<file path="config.mk">
export PLATFORM = sky130hd
export DESIGN_NAME = ap_handshake_profiler
export DESIGN_NICKNAME = d
export VERILOG_FILES = /design/src/rtl/ap_handshake_profiler.sv
export SDC_FILE = /design/constraint.sdc
export NUM_CORES = 2
export LEC_CHECK = 0
export BUFFER_PORTS_ARGS = -buffer_cell sky130_fd_sc_hd__buf_2
export CORE_MARGIN = 10
export CORE_UTILIZATION = 60
export CTS_CLUSTER_DIAMETER = 200
export DETAILED_ROUTE_END_ITERATION = 16
export GPL_ROUTABILITY_DRIVEN = 0
export PLACE_DENSITY = 0.76
export SYNTH_ARGS = -nofsm -noshare
export SYNTH_HDL_FRONTEND = slang
export SYNTH_SLANG_ARGS = --single-unit
</file>
<file path="constraint.sdc">
create_clock -name clock -period 5.55 [get_ports clock]
set_clock_uncertainty 0.1 [all_clocks]
set_input_delay 0.2775 -clock clock [delete_from_list [all_inputs] [get_ports clock]]
set_output_delay 0.2775 -clock clock [all_outputs]
set_load 0.02 [all_outputs]
</file>
<file path="src/rtl/ap_handshake_profiler.sv">
// ap_handshake_profiler: per-channel ap_start/ap_done/ap_continue transaction profiler
// with saturating counters and a registered read port. Rev 1.0
`default_nettype none

module ap_handshake_profiler #(
  parameter int N_CH   = 3,
  parameter int CNT_W  = 32,
  parameter int ADDR_W = $clog2(N_CH) + 3
) (
  input  logic              clock,
  input  logic              reset_n,
  input  logic              clear,
  input  logic [N_CH-1:0]   ap_start,
  input  logic [N_CH-1:0]   ap_ready,
  input  logic [N_CH-1:0]   ap_done,
  input  logic [N_CH-1:0]   ap_continue,
  input  logic              rd_en,
  input  logic [ADDR_W-1:0] rd_addr,
  output logic [CNT_W-1:0]  rd_data,
  output logic              rd_valid,
  output logic [N_CH-1:0]   busy,
  output logic [N_CH-1:0]   sat
);

  typedef enum logic [1:0] {
    S_IDLE      = 2'd0,
    S_RUN       = 2'd1,
    S_DONE_WAIT = 2'd2
  } state_e;

  localparam logic [CNT_W-1:0] C_ONES = '1;

  function automatic logic [CNT_W-1:0] inc_sat(input logic [CNT_W-1:0] v);
    return (v == C_ONES) ? v : v + CNT_W'(1);
  endfunction

  logic [N_CH-1:0][CNT_W-1:0] txn_w, acc_w, last_w, max_w, min_w, stall_w;
  logic [N_CH-1:0][1:0]       state_w;
  logic [N_CH-1:0]            sat_w;

  for (genvar i = 0; i < N_CH; i++) begin : g_ch
    state_e           state_q, state_d;
    logic [CNT_W-1:0] lat_q, lat_d;
    logic [CNT_W-1:0] txn_q, txn_d, acc_q, acc_d, last_q, last_d;
    logic [CNT_W-1:0] max_q, max_d, min_q, min_d, stall_q, stall_d;
    logic             sat_q, sat_d, busy_q, busy_d;
    logic             commit, stall_en;
    logic [CNT_W-1:0] commit_lat;

    always_comb begin
      state_d    = state_q;
      lat_d      = lat_q;
      txn_d      = txn_q;
      acc_d      = acc_q;
      last_d     = last_q;
      max_d      = max_q;
      min_d      = min_q;
      stall_d    = stall_q;
      sat_d      = sat_q;
      commit     = 1'b0;
      commit_lat = '0;
      stall_en   = 1'b0;

      // Accepts are counted regardless of FSM state so pipelined cores are covered.
      if (ap_start[i] && ap_ready[i]) begin
        acc_d = inc_sat(acc_q);
        if (acc_q == C_ONES) sat_d = 1'b1;
      end

      case (state_q)
        S_IDLE: begin
          if (ap_start[i]) begin
            if (!ap_done[i]) begin
              state_d = S_RUN;
              lat_d   = CNT_W'(1);
            end else if (ap_continue[i]) begin
              commit     = 1'b1;
              commit_lat = '0;
            end else begin
              state_d  = S_DONE_WAIT;
              lat_d    = '0;
              stall_en = 1'b1;
            end
          end
        end
        S_RUN: begin
          if (!ap_done[i]) begin
            lat_d = inc_sat(lat_q);
            if (lat_q == C_ONES) sat_d = 1'b1;
          end else if (ap_continue[i]) begin
            commit     = 1'b1;
            commit_lat = lat_q;
            state_d    = S_IDLE;
          end else begin
            state_d  = S_DONE_WAIT;
            stall_en = 1'b1;
          end
        end
        S_DONE_WAIT: begin
          if (ap_continue[i]) begin
            commit     = 1'b1;
            commit_lat = lat_q;
            state_d    = S_IDLE;
          end else begin
            stall_en = 1'b1;
          end
        end
        default: state_d = S_IDLE;
      endcase

      if (stall_en) begin
        stall_d = inc_sat(stall_q);
        if (stall_q == C_ONES) sat_d = 1'b1;
      end

      if (commit) begin
        txn_d  = inc_sat(txn_q);
        if (txn_q == C_ONES) sat_d = 1'b1;
        last_d = commit_lat;
        if (commit_lat > max_q) max_d = commit_lat;
        if (commit_lat < min_q) min_d = commit_lat;
      end

      busy_d = (state_d != S_IDLE);
    end

    always_ff @(posedge clock or negedge reset_n) begin
      if (!reset_n) begin
        state_q <= S_IDLE;
        lat_q   <= '0;
        txn_q   <= '0;
        acc_q   <= '0;
        last_q  <= '0;
        max_q   <= '0;
        min_q   <= C_ONES;
        stall_q <= '0;
        sat_q   <= 1'b0;
        busy_q  <= 1'b0;
      end else if (clear) begin
        state_q <= S_IDLE;
        lat_q   <= '0;
        txn_q   <= '0;
        acc_q   <= '0;
        last_q  <= '0;
        max_q   <= '0;
        min_q   <= C_ONES;
        stall_q <= '0;
        sat_q   <= 1'b0;
        busy_q  <= 1'b0;
      end else begin
        state_q <= state_d;
        lat_q   <= lat_d;
        txn_q   <= txn_d;
        acc_q   <= acc_d;
        last_q  <= last_d;
        max_q   <= max_d;
        min_q   <= min_d;
        stall_q <= stall_d;
        sat_q   <= sat_d;
        busy_q  <= busy_d;
      end
    end

    assign txn_w[i]   = txn_q;
    assign acc_w[i]   = acc_q;
    assign last_w[i]  = last_q;
    assign max_w[i]   = max_q;
    assign min_w[i]   = min_q;
    assign stall_w[i] = stall_q;
    assign state_w[i] = state_q;
    assign sat_w[i]   = sat_q;
    assign busy[i]    = busy_q;
    assign sat[i]     = sat_q;
  end

  logic [ADDR_W-1:0] rd_ch;
  logic [CNT_W-1:0]  rd_data_d, rd_data_q;
  logic              rd_valid_q;

  assign rd_ch = rd_addr >> 3;

  // Channels at or above N_CH match no entry and read as zero.
  always_comb begin
    rd_data_d = '0;
    for (int c = 0; c < N_CH; c++) begin
      if (rd_ch == ADDR_W'(c)) begin
        case (rd_addr[2:0])
          3'd0: rd_data_d = txn_w[c];
          3'd1: rd_data_d = acc_w[c];
          3'd2: rd_data_d = last_w[c];
          3'd3: rd_data_d = max_w[c];
          3'd4: rd_data_d = min_w[c];
          3'd5: rd_data_d = stall_w[c];
          3'd6: rd_data_d = {{(CNT_W-3){1'b0}}, sat_w[c], state_w[c]};
          3'd7: rd_data_d = CNT_W'(N_CH);
        endcase
      end
    end
  end

  // A read coinciding with clear still returns the pre-clear snapshot.
  always_ff @(posedge clock or negedge reset_n) begin
    if (!reset_n) begin
      rd_data_q  <= '0;
      rd_valid_q <= 1'b0;
    end else if (rd_en) begin
      rd_data_q  <= rd_data_d;
      rd_valid_q <= 1'b1;
    end else if (clear) begin
      rd_data_q  <= '0;
      rd_valid_q <= 1'b0;
    end else begin
      rd_valid_q <= 1'b0;
    end
  end

  assign rd_data  = rd_data_q;
  assign rd_valid = rd_valid_q;

endmodule

`default_nettype wire

</file>
==> out/metrics.yaml <==
status: "completed"
met1_length_um: 57600
post_cts_buffers: 0
leakagePower_nw: 21.3
grt_pass1_wl_um: 221000
tns_ns: 0
wl_met3_um: 16000
die_area_mm2: 0.0839
ys_ff_latch: 717
arrival_ns: 5.41
ys.flop_type: "dfrtp_1"
synthArstFlopShare_pct: 100
synth_warnings: 0
drive_gt1_share_pct: 8.72
grt.total_usage_pct: 33.5
power_density_mw_per_mm2: 260
reg2reg_slack_ns: 0.54
cp.depth: 14
viasPerCell: 6.73
cp-startpoint: "g_ch[2].state_q[1]"
maxSlewHeadroom_pct: 10.3
ff2ff_path_depth: 14
synth_cells: 5065
end_kind: "flip-flop"
finalCritPeriodShare_pct: 90.3
die_x_um: 290
hp-class: "input port to flip-flop"
crit_chain: "inv_1 -> ha_1 -> a21o_1 -> and3_1 -> ha_1 -> and3_1 -> nand4_1 -> nor4_1 -> nand2_1 -> o21bai_1 -> a31oi_4 -> buf_12 -> mux2i_1 -> nor2_1"
r2r_end: "g_ch[2].max_q[5]"
stdcell_count: 5994
min_period_ns: 5.01
ir_drop_v: 0.000283
totalWireLength_um: 144000
die_h_um: 290
first_pass_iters: 7
synth.distinct_cells: 88
hold_viol_final: 0
drc: 0
power_mw: 12.4
cp_num_buf_inv: 2
r2r_start: "g_ch[2].state_q[1]"
syn_area_mm2: 0.0437
setup.worst_path.end: "g_ch[2].max_q[5]"
fmax_mhz: 200
worstSetupPathType: "flip-flop to flip-flop"
final_cell_mix: "nor2_1, dfrtp_1, nand2_1, a21oi_1, inv_1"
cts.sinks: 717
grt_pass1_vias: 37400
num_antenna_cells: 0
ant_nets: 0
cp_slowest_cell: "a21o_1"
clkSlewWorstSetupHoldPaths_ns: 0.06
highest_layer: "met5"
cts_tree: "yes"
max_cap_violations: 0
crit_path_start_kind: "flip-flop"
cpPeakStageDelay_ns: 0.73
critPathMaxFanout: 34
cts_buffers: 80
drv_slew: 0
finalNetCount: 5206
clock_latency_ns: 0.65
post_drt_wl_per_cell_um: 24.0
synth_edf_count: 0
grt_max_degree: 168
rsz0062_at_grt: "false"
post-dp-hpwl_um: 101000
ys_seq_area_share_pct: 41.4
num_vias: 40300
clk_path_buf_depth: 3
synth.avg_cell_area_um2: 8.62
synth_fp_nets: 5293
htreeDepth: 3
antenna_found_initial: 8
cts_root_buf: "clkbuf_16"
start_util_pct: 60.8
setup_violations: 0
cp_data_required_time_ns: 5.94
dp.cells: 5838
coreArea_mm2: 0.0719
final_common_cell: "nor2_1"
wl_met2_um: 62600
port_buffers: 59
cp_top_family: "simple AND/OR/NAND/NOR gates"
drt_iter0_drc: 5203
ioPinCount: 60
grt-ovfl-total: 0
worst_pin_slew_ns: 1.34
rows: 98
syn2layout_area_growth_pct: 9.10
cells in the mapped netlist (37+ instances only):
master / instances / area share (%)
and3_1: 100 / 1.4
o211ai_1: 147 / 2.5
inv_1: 320 / 2.8
a22oi_1: 75 / 1.3
xor2_1: 134 / 2.7
nand2_1: 515 / 4.4
or3_1: 77 / 1.1
nor3_1: 83 / 0.95
clkbuf_1: 248 / 2.1
dfstp_2: 96 / 5.8
a21oi_1: 344 / 3.9
nor2_1: 628 / 5.4
o22ai_1: 37 / 0.53
nand4_1: 113 / 1.6
a22o_1: 50 / 1.0
dfrtp_1: 621 / 36
nand3_1: 165 / 1.9
xnor2_1: 89 / 1.8
a31oi_1: 54 / 0.77
and4_1: 42 / 0.84
o21ai_0: 263 / 3.0
mux2i_1: 130 / 3.0
ha_1: 207 / 5.9
where the power goes:
group | internal (mW) | switching (mW) | leakage, nW
registers | 5.36 | 0.0866 | 9.66
clock network | 3.46 | 2.28 | 1.37
logic | 0.296 | 0.901 | 10.3
total | 9.12 | 3.26 | 21.3
final cells by class:
class                   instances  area [um2]
clock buffers                 124        2410
repair buffers                150        1130
clock inverters                24         397
multi-input cells            3707       23200
fillers                      5874       24200
inverters                     322        1210
flip-flops and latches        717       18100
well taps                     950        1190
registers in the layout (all words and copies together) (netlist names):
name	cells
g_ch.acc_q	96
g_ch.busy_q	3
g_ch.last_q	96
g_ch.lat_q	96
g_ch.max_q	96
g_ch.min_q	96
g_ch.sat_q	3
g_ch.stall_q	96
g_ch.state_q	6
g_ch.txn_q	96
rd_data	32
rd_valid	1
metrics by stage:
| stage | utilization [%] | instance area (um2) | hold WS, ns | worst slack [ns] |
|---|---|---|---|---|
| 4_1_cts | 66.3 | 47600 | 0.0115 | 0.702 |
| 3_5_place_dp | 62.3 | 44700 | 0.228 | 0.719 |
| 2_1_floorplan | - | 43700 | -0.118 | 1.71 |
| 6_report | 66.3 | 47600 | 0.00491 | 0.538 |
| 5_1_grt | 66.3 | 47600 | 0.0539 | 0.297 |
| 3_3_place_gp | 62.3 | 44700 | 0.220 | 0.796 |
what timing repair did:
item,CTS,global route
hold endpoints to repair,83,0
hold buffers,8,0
gates resized for setup,0,0
routing by layer:
layer / vias to the layer above / GRT usage [%]
li1: 17900 / -
met1: 19700 / 45.7
met2: 2269 / 49.5
met3: 454 / 7.97
met4: 8 / 16.6
met5: - / 0
worst min-delay path by stage:
| stage | start | cells past startpoint | slack (ns) | end |
|---|---|---|---|---|
| detailed placement | reset_n | 1 | 0.23 | g_ch[2].stall_q[31] |
| global placement | reset_n | 1 | 0.22 | g_ch[2].stall_q[31] |
| CTS | ap_done[2] | 3 | 0.01 | g_ch[2].state_q[0] |
| finish | clear | 2 | 0.005 | g_ch[0].stall_q[28] |
| global route | clear | 2 | 0.05 | g_ch[0].stall_q[28] |
| floorplan | reset_n | 0 | -0.12 | g_ch[0].acc_q[0] |
cell families (layout without fill, tap and decap cells):
family | count (synthesis) | after routing | share of synthesized area, %
multiplexers | 156 | 156 | 3.83
buffers and inverters | 641 | 620 | 5.70
XOR/XNOR | 223 | 223 | 4.47
AO/OA/AOI/OAI | 1247 | 1247 | 18.6
adder cells (fa/ha/maj) | 211 | 211 | 6.02
AND/OR/NAND/NOR | 1870 | 1870 | 20.0
flip-flops | 717 | 717 | 41.4
Note: power is estimated with default switching activity, not from simulation.
